`config.mk`:
```
export PLATFORM = sky130hd
export DESIGN_NAME = ac97_codec_slave_flat
export DESIGN_NICKNAME = d
export VERILOG_FILES = /design/src/rtl/ac97_pkg.sv /design/src/rtl/ac97_codec_slave_if.sv /design/src/rtl/ac97_codec_regfile.sv /design/src/rtl/ac97_codec_slave.sv /design/src/flat_wrapper.sv
export SDC_FILE = /design/constraint.sdc
export NUM_CORES = 2
export LEC_CHECK = 0
export CAP_MARGIN = 10
export CORE_ASPECT_RATIO = 0.7
export CORE_MARGIN = 4
export CORE_UTILIZATION = 50
export CTS_CLUSTER_DIAMETER = 150
export DETAILED_ROUTE_END_ITERATION = 10
export HOLD_SLACK_MARGIN = 0.12
export PLACE_DENSITY = 0.77
export SLEW_MARGIN = 10
export SYNTH_ARGS = -nofsm -noshare
export SYNTH_HDL_FRONTEND = slang
export SYNTH_SLANG_ARGS = --single-unit
```
`constraint.sdc`:
```
create_clock -name clk -period 2.5 [get_ports clk]
set_clock_uncertainty 0.15 [all_clocks]
set_input_delay 0.75 -clock clk [delete_from_list [all_inputs] [get_ports clk]]
set_output_delay 0.75 -clock clk [all_outputs]
set_load 0.01 [all_outputs]
```
`src/rtl/ac97_pkg.sv`:
```
`timescale 1ns/1ps
// Shared AC97 link constants, codec register map and deframer state encoding.
package ac97_pkg;

    localparam int FRAME_LEN = 256;
    localparam int TAG_W     = 16;
    localparam int SLOT_W    = 20;

    localparam int TAG_FRAME_VALID = 15;
    localparam int TAG_SLOT1_VALID = 14;
    localparam int TAG_SLOT2_VALID = 13;
    localparam int TAG_SLOT3_VALID = 12;
    localparam int TAG_SLOT4_VALID = 11;

    localparam int SLOT1_START  = 16;
    localparam int SLOT2_START  = 36;
    localparam int SLOT3_START  = 56;
    localparam int SLOT4_START  = 76;
    localparam int DEFRAME_BITS = SLOT4_START + SLOT_W;
    // The response frame only ever carries tag, slot 1 and slot 2.
    localparam int RESP_BITS    = SLOT3_START;

    localparam logic [6:0] REG_RESET       = 7'h00;
    localparam logic [6:0] REG_MASTER_VOL  = 7'h02;
    localparam logic [6:0] REG_HP_VOL      = 7'h04;
    localparam logic [6:0] REG_PCM_OUT_VOL = 7'h18;
    localparam logic [6:0] REG_VENDOR_ID1  = 7'h7C;
    localparam logic [6:0] REG_VENDOR_ID2  = 7'h7E;

    localparam logic [15:0] RST_VOLUME     = 16'h8000;
    localparam logic [15:0] RST_VENDOR_ID1 = 16'h4144;
    localparam logic [15:0] RST_VENDOR_ID2 = 16'h5370;

    typedef enum logic [1:0] {
        ST_IDLE = 2'd0,
        ST_RUN  = 2'd1,
        ST_END  = 2'd2
    } deframe_state_t;

    typedef struct packed {
        logic [TAG_W-1:0]  tag;
        logic [SLOT_W-1:0] s1;
        logic [SLOT_W-1:0] s2;
        logic [SLOT_W-1:0] s3;
        logic [SLOT_W-1:0] s4;
    } rx_frame_t;

    function automatic logic [15:0] reg_reset_value(input logic [5:0] idx);
        logic [15:0] v;
        v = 16'h0000;
        case ({idx, 1'b0})
            REG_MASTER_VOL, REG_HP_VOL, REG_PCM_OUT_VOL: v = RST_VOLUME;
            REG_VENDOR_ID1: v = RST_VENDOR_ID1;
            REG_VENDOR_ID2: v = RST_VENDOR_ID2;
            default:        v = 16'h0000;
        endcase
        return v;
    endfunction

endpackage

```
`src/rtl/ac97_codec_slave_if.sv`:
```
`timescale 1ns/1ps
// AC-link serial signals. The codec (slave) owns bit_clk and sdata_in; the
// controller (master) drives sync and sdata_out on bit_clk rising edges.
interface ac97_codec_slave_if;
    logic bit_clk;
    logic sync;
    logic sdata_out;
    logic sdata_in;

    modport master (input bit_clk, input sdata_in, output sync, output sdata_out);
    modport slave  (output bit_clk, output sdata_in, input sync, input sdata_out);
endinterface

```
`src/rtl/ac97_codec_regfile.sv`:
```
`timescale 1ns/1ps
// 64x16 codec register file, word-addressed by address[6:1]; a write to 0x00
// restores defaults and the vendor ID words are read-only.
module ac97_codec_regfile
    import ac97_pkg::*;
(
    input  logic        clk,
    input  logic        reset_b,
    input  logic        i_we,
    input  logic [6:0]  i_waddr,
    input  logic [15:0] i_wdata,
    input  logic [5:0]  i_ridx,
    output logic [15:0] o_rdata
);

    logic [15:0] r_mem [64];
    logic [6:0]  w_wword;

    assign w_wword = {i_waddr[6:1], 1'b0};

    always_ff @(posedge clk or negedge reset_b) begin
        if (!reset_b) begin
            for (int i = 0; i < 64; i++) r_mem[i] <= reg_reset_value(6'(i));
        end else if (i_we) begin
            if (i_waddr == REG_RESET) begin
                for (int i = 0; i < 64; i++) r_mem[i] <= reg_reset_value(6'(i));
            end else if (w_wword != REG_VENDOR_ID1 && w_wword != REG_VENDOR_ID2) begin
                r_mem[i_waddr[6:1]] <= i_wdata;
            end
        end
    end

    assign o_rdata = r_mem[i_ridx];

endmodule

```
`src/rtl/ac97_codec_slave.sv`:
```
`timescale 1ns/1ps
// AC97 codec link partner: bit_clk divider, deframer latching tag and slots 1-4,
// codec register file and a serializer returning read data on sdata_in.
module ac97_codec_slave
    import ac97_pkg::*;
#(
    parameter int READY_DELAY = 256
) (
    input  logic                clk,
    input  logic                reset_b,
    ac97_codec_slave_if.slave   link,
    output logic [TAG_W-1:0]    slot_0,
    output logic [SLOT_W-1:0]   slot_1,
    output logic [SLOT_W-1:0]   slot_2,
    output logic [SLOT_W-1:0]   slot_3,
    output logic [SLOT_W-1:0]   slot_4,
    output logic                frame_done,
    output deframe_state_t      o_dbg_state
);

    localparam int RDY_W = $clog2(READY_DELAY + 1);

    deframe_state_t        r_state;
    logic                  r_bit_clk, r_sdata_in, r_sync_prev, r_frame_done;
    logic                  r_ready, r_rd_pend;
    logic [7:0]            r_cnt;
    logic [RDY_W-1:0]      r_rdy_cnt;
    logic [DEFRAME_BITS-1:0] r_shift;
    logic [RESP_BITS-1:0]  r_tx_shift;
    logic [6:0]            r_rd_addr;
    logic [TAG_W-1:0]      r_slot_0;
    logic [SLOT_W-1:0]     r_slot_1, r_slot_2, r_slot_3, r_slot_4;

    logic                  w_fall, w_sync_rise, w_sample, w_last, w_cmd, w_we;
    logic [7:0]            w_idx;
    logic [15:0]           w_rd_data;
    logic [RESP_BITS-1:0]  w_tx_word;
    rx_frame_t             w_rx;

    // bit_clk high means this clk edge takes it 1->0: the controller's sample point.
    assign w_fall      = r_bit_clk;
    assign w_sync_rise = link.sync & ~r_sync_prev;
    assign w_sample    = w_sync_rise | (r_state == ST_RUN);
    assign w_idx       = w_sync_rise ? 8'd0 : r_cnt + 8'd1;
    assign w_last      = w_sample && (w_idx == 8'(FRAME_LEN - 1));
    assign w_rx        = rx_frame_t'(r_shift);
    assign w_cmd       = w_rx.tag[TAG_FRAME_VALID] & w_rx.tag[TAG_SLOT1_VALID];
    assign w_we        = w_fall & w_last & w_cmd & w_rx.tag[TAG_SLOT2_VALID] & ~w_rx.s1[19];

    assign w_tx_word = {r_ready, r_rd_pend, r_rd_pend, 13'h0000,
                        r_rd_pend ? {1'b0, r_rd_addr, 12'h000} : 20'h00000,
                        r_rd_pend ? {w_rd_data, 4'h0} : 20'h00000};

    ac97_codec_regfile u_regfile (
        .clk     (clk),
        .reset_b (reset_b),
        .i_we    (w_we),
        .i_waddr (w_rx.s1[18:12]),
        .i_wdata (w_rx.s2[19:4]),
        .i_ridx  (r_rd_addr[6:1]),
        .o_rdata (w_rd_data)
    );

    always_ff @(posedge clk or negedge reset_b) begin
        if (!reset_b) begin
            r_state      <= ST_IDLE;
            r_bit_clk    <= 1'b0;
            r_sdata_in   <= 1'b0;
            // Starting high forces a genuine 0->1 sync edge after reset.
            r_sync_prev  <= 1'b1;
            r_frame_done <= 1'b0;
            r_ready      <= 1'b0;
            r_rd_pend    <= 1'b0;
            r_cnt        <= 8'd0;
            r_rdy_cnt    <= '0;
            r_shift      <= '0;
            r_tx_shift   <= '0;
            r_rd_addr    <= 7'd0;
            r_slot_0     <= '0;
            r_slot_1     <= '0;
            r_slot_2     <= '0;
            r_slot_3     <= '0;
            r_slot_4     <= '0;
        end else begin
            r_bit_clk    <= ~r_bit_clk;
            r_frame_done <= 1'b0;
            if (w_fall) begin
                r_sync_prev <= link.sync;
                if (!r_ready) begin
                    if (r_rdy_cnt == RDY_W'(READY_DELAY - 1)) r_ready <= 1'b1;
                    else r_rdy_cnt <= r_rdy_cnt + RDY_W'(1);
                end
                if (w_sample) begin
                    r_cnt   <= w_idx;
                    r_state <= w_last ? ST_END : ST_RUN;
                    if (w_idx < 8'(DEFRAME_BITS)) r_shift <= {r_shift[DEFRAME_BITS-2:0], link.sdata_out};
                end
                if (w_last) begin
                    r_frame_done <= 1'b1;
                    r_slot_0     <= w_rx.tag;
                    if (w_rx.tag[TAG_FRAME_VALID]) begin
                        if (w_rx.tag[TAG_SLOT1_VALID]) r_slot_1 <= w_rx.s1;
                        if (w_rx.tag[TAG_SLOT2_VALID]) r_slot_2 <= w_rx.s2;
                        if (w_rx.tag[TAG_SLOT3_VALID]) r_slot_3 <= w_rx.s3;
                        if (w_rx.tag[TAG_SLOT4_VALID]) r_slot_4 <= w_rx.s4;
                    end
                    if (w_cmd && w_rx.s1[19]) begin
                        r_rd_pend <= 1'b1;
                        r_rd_addr <= w_rx.s1[18:12];
                    end
                end
            end else begin
                // Frames are back to back, so the rise after bit 255 carries bit 0.
                case (r_state)
                    ST_RUN: begin
                        r_sdata_in <= r_tx_shift[RESP_BITS-1];
                        r_tx_shift <= {r_tx_shift[RESP_BITS-2:0], 1'b0};
                    end
                    ST_END: begin
                        r_sdata_in <= w_tx_word[RESP_BITS-1];
                        r_tx_shift <= {w_tx_word[RESP_BITS-2:0], 1'b0};
                        r_rd_pend  <= 1'b0;
                        r_state    <= ST_IDLE;
                    end
                    default: r_sdata_in <= 1'b0;
                endcase
            end
        end
    end

    assign link.bit_clk  = r_bit_clk;
    assign link.sdata_in = r_sdata_in;
    assign slot_0        = r_slot_0;
    assign slot_1        = r_slot_1;
    assign slot_2        = r_slot_2;
    assign slot_3        = r_slot_3;
    assign slot_4        = r_slot_4;
    assign frame_done    = r_frame_done;
    assign o_dbg_state   = r_state;

endmodule

```
`src/flat_wrapper.sv`:
```
// flat-port wrapper written by rule: the top's interface ports become plain ports
module ac97_codec_slave_flat import ac97_pkg::*;
#(
    parameter int READY_DELAY = 256
)
  (clk, reset_b, slot_0, slot_1, slot_2, slot_3, slot_4, frame_done, o_dbg_state, link_bit_clk, link_sdata_in, link_sync, link_sdata_out);
  ac97_codec_slave_if link_i ();
  input  logic clk;
  input  logic reset_b;
  output logic [TAG_W-1:0] slot_0;
  output logic [SLOT_W-1:0] slot_1;
  output logic [SLOT_W-1:0] slot_2;
  output logic [SLOT_W-1:0] slot_3;
  output logic [SLOT_W-1:0] slot_4;
  output logic frame_done;
  output deframe_state_t o_dbg_state;
  output wire logic [$bits(link_i.bit_clk)-1:0] link_bit_clk;
  output wire logic [$bits(link_i.sdata_in)-1:0] link_sdata_in;
  input wire logic [$bits(link_i.sync)-1:0] link_sync;
  input wire logic [$bits(link_i.sdata_out)-1:0] link_sdata_out;
  assign link_bit_clk = link_i.bit_clk;
  assign link_sdata_in = link_i.sdata_in;
  assign link_i.sync = link_sync;
  assign link_i.sdata_out = link_sdata_out;
  ac97_codec_slave #(.READY_DELAY(READY_DELAY)) u_core (.clk(clk), .reset_b(reset_b), .link(link_i), .slot_0(slot_0), .slot_1(slot_1), .slot_2(slot_2), .slot_3(slot_3), .slot_4(slot_4), .frame_done(frame_done), .o_dbg_state(o_dbg_state));
endmodule
```
==> metrics.md <==
| Metric | Value |
|---|---|
| Outcome | `finished with violations` |
| Failing checks | `DRC, setup timing` |
| Share of cells above drive strength 1 | `40.3%` |
| Nets | `4568` |
| CP Buf/Inv Count | `4` |
| Reg2Reg Setup Slack | `-620 ps` |
| Final setup viols | `1327` |
| Register area | `32500 sq um` |
| Least-Margin Pin Slew | `899 ps` |
| Worst setup EP type | `register` |
| Crit-path cells | `ha_4 -> nand2_4 -> or3_4 -> a22oi_2 -> and4_4 -> buf_12 -> buf_6 -> buf_12 -> nand2_8 -> clkbuf_16 -> o2bb2ai_1` |
| Sink Count | `1299` |
| DP Worst Slack | `-511 ps` |
| Die W | `406 microns` |
| Die Y | `287 microns` |
| Setup CP Type | `reg -> reg` |
| Initial antenna violation count | `12` |
| Dpl hpwl | `110000 microns` |
| Clk_lat worst skew | `800 ps` |
| XOR/XNOR Fraction of Synth Area | `0.142%` |
| Final WL | `247000 microns` |
| Startpoint types | `register` |
| Initial Util | `50.3%` |
| Vias per cell | `7.77` |
| Root Driver | `clkbuf_16` |
| RSZ-0062 raised after global routing | `yes` |
| DR vias | `47600` |
| Synth async-reset ratio | `100%` |
| First-pass GRT wire length | `286000 microns` |
| WL/cell | `40.4 microns` |
| Main combinational cell family by area after synthesis | `compound AO/OA/AOI/OAI gates` |
| Clock transition at path regs | `70 ps` |
| CP dominant cell by count | `buf_12` |
| Crit share post-route | `125%` |
| Seq/Total Area, Yosys | `58.5%` |
| Die ar. | `117000 sq um` |
| Max Cap Viol | `0` |
| GR Overflow Total | `0` |
| Yosys cell types | `61` |
| Post-Syn Instances | `3988` |
| Synth Area in Adders | `0.113%` |
| Synth Area per Inst | `13.9 sq um` |
| # IOs | `105` |
| Fmax | `0.320 GHz` |
| Layout area overhead | `37.4%` |
| CORE AREA | `110000 sq um` |
| Tmin final | `3120 ps` |
| Total GRT Usage | `32.6%` |
| Syn nets | `3997` |
| Final Hold Viols | `0` |
| Yosys warning total | `0` |
| Maximum vdd drop | `0.708 mV` |
| Top_reg_cell synth | `dfrtp_1` |
| Leading cell type in the layout, fill and taps excluded | `dfrtp_1` |
| Slew margin rel. | `40.1%` |
| Most frequent cells in the layout | `dfrtp_1 (1279), o2bb2ai_1 (654), buf_4 (337)` |
| Row Count | `102` |
| WP data required | `3030 ps` |
| Peak per-stage delay on the critical path | `410 ps` |
| Vias in the first global route | `42600` |
| Static leakage | `32.1 nW` |
| Crit path max fanout | `8` |
| CTS Buf Count | `114` |
| Setup ws final | `-622 ps` |
| Worst hold path type | `reg -> reg` |
| CTS tree | `done` |
| Router iterations before antenna repair | `11` |
| Multi-input logic area | `26200 sq um` |
| Routability cong. | `0.960` |
| Synthesized cell area | `55600 sq um` |
| Largest net degree at the start of global routing | `75` |
| Setup TNS | `-472590 ps` |
| I/O Buffers | `104` |
| Fill cells | `6053` |
| Drt initial violations | `8928` |
| Simple-gate share of the synthesized area | `4.65%` |
| EDFF count, synth | `0` |
| Yosys reg bits | `1299` |
| Clock tree buffer depth | `3` |
| CP delay by family, top | `simple AND/OR/NAND/NOR gates` |
| Pwr dens | `551 nW/um^2` |
| Count of pins over their slew limit | `0` |
| Slowest-stage cell, CP | `dfrtp_1` |
| Arr. time, crit path | `3650 ps` |
| ANT nets after route | `0` |
| Post-synthesis mux area share | `15.7%` |
| Synth Area in Compound Gates | `17.7%` |
| Number of H-tree levels | `3` |
| Drc violations | `67` |
worst paths after layout:
check	cells past startpoint	end	from
max reg2reg	11	u_core.u_regfile.r_mem[343]	u_core.r_cnt[1]
max	11	u_core.u_regfile.r_mem[343]	u_core.r_cnt[1]
min reg2reg	1	u_core.r_rdy_cnt[4]	u_core.r_rdy_cnt[4]
max in group asynchronous	4	u_core.u_regfile.r_mem[702]	reset_b
min	1	u_core.r_rdy_cnt[4]	u_core.r_rdy_cnt[4]
min in group asynchronous	2	u_core.r_tx_shift[45]	reset_b
kinds of logic after synthesis:
logic type               Yosys count
AO/OA/AOI/OAI                   1180
XOR/XNOR                           9
adder cells (fa/ha/maj)            5
buffers and inverters            402
flip-flops                      1299
multiplexers                     505
AND/OR/NAND/NOR                  588
worst reg2reg max path, stage by stage, from the launching register on:
cell,delay [ps]
dfrtp_1,410
ha_4,190
nand2_4,70
or3_4,360
a22oi_2,290
and4_4,330
buf_12,160
buf_6,120
buf_12,160
nand2_8,210
clkbuf_16,300
o2bb2ai_1,280
per-stage QoR:
| stage | utilization (%) | cell area [sq um] | total power [mW] | cells | hold WS (ps) |
|---|---|---|---|---|---|
| 2_1_floorplan | - | 55700 | 21.7 | 3988 | 288 |
| 3_3_place_gp | 56.1 | 62000 | 22.4 | 5656 | 298 |
| 3_5_place_dp | 56.1 | 62000 | 22.4 | 5656 | 305 |
| 4_1_cts | 63.5 | 70100 | 41.3 | 5987 | 316 |
| 5_1_grt | 69.1 | 76300 | 42.8 | 6121 | 334 |
| 6_report | 69.2 | 76300 | 42.0 | 6128 | 327 |
cell usage after synthesis, types with 16 or more instances:
master / n / area [sq um]
a211oi_1: 23 / 173
a21oi_1: 41 / 205
a22o_1: 16 / 140
and2_1: 34 / 213
and3_1: 21 / 131
buf_1: 17 / 63.8
buf_2: 134 / 671
buf_4: 16 / 120
clkbuf_1: 213 / 800
dfrtp_1: 1284 / 32100
mux2_2: 187 / 2110
mux2i_1: 45 / 450
mux4_2: 273 / 6150
nand2_1: 397 / 1490
nand2b_1: 21 / 131
nand3_1: 16 / 80.1
nor2_1: 38 / 143
nor2b_1: 16 / 100
o21ai_0: 68 / 340
o22ai_1: 16 / 100
o2bb2ai_1: 958 / 8390
state kept, by name, summed over array words and instances (netlist names), 2 cells and up:
signal                  flops
u_core.r_rd_addr            7
u_core.slot_2              20
u_core.slot_1              20
u_core.slot_4              20
u_core.r_tx_shift          51
u_core.r_rdy_cnt            9
u_core.o_dbg_state          2
u_core.r_shift             96
u_core.slot_3              20
u_core.u_regfile.r_mem   1024
u_core.r_cnt                8
u_core.slot_0              16
layer usage:
metal / share of wire (%) / track usage, % / wire [microns]
met2: 40 / 44.5 / 98100
met1: 33 / 45.8 / 80900
met5: 0.52 / 0 / 1290
met3: 18 / 14.9 / 45300
met4: 8.8 / 12.4 / 21900
cell type report:
type / instances / share of cell area [%]
flip-flops and latches: 1299 / 42.6
multi-input cells: 2292 / 34.4
repair buffers: 834 / 15.1
clock buffers: 161 / 4.28
well taps: 1456 / 2.39
clock inverters: 56 / 1.09
inverters: 18 / 0.0951
diodes: 12 / 0.0393
where the power goes:
group / internal (mW) / total, mW / switching (mW)
Clock: 10.8 / 20.0 / 9.17
Combinational: 0.291 / 0.931 / 0.640
Sequential: 21.1 / 21.1 / 0.0722
repair_timing:
item | 4_1_cts | 5_1_grt
endpoints found under the hold margin | 71 | 0
hold buffers | 1 | 0
cloned | 65 | 89
setup buffers | 54 | 49
pin swaps | 67 | 26
endpoints found under the setup margin | 1275 | 1323
resized for setup | 424 | 598
(Power assumes the default switching activity.)
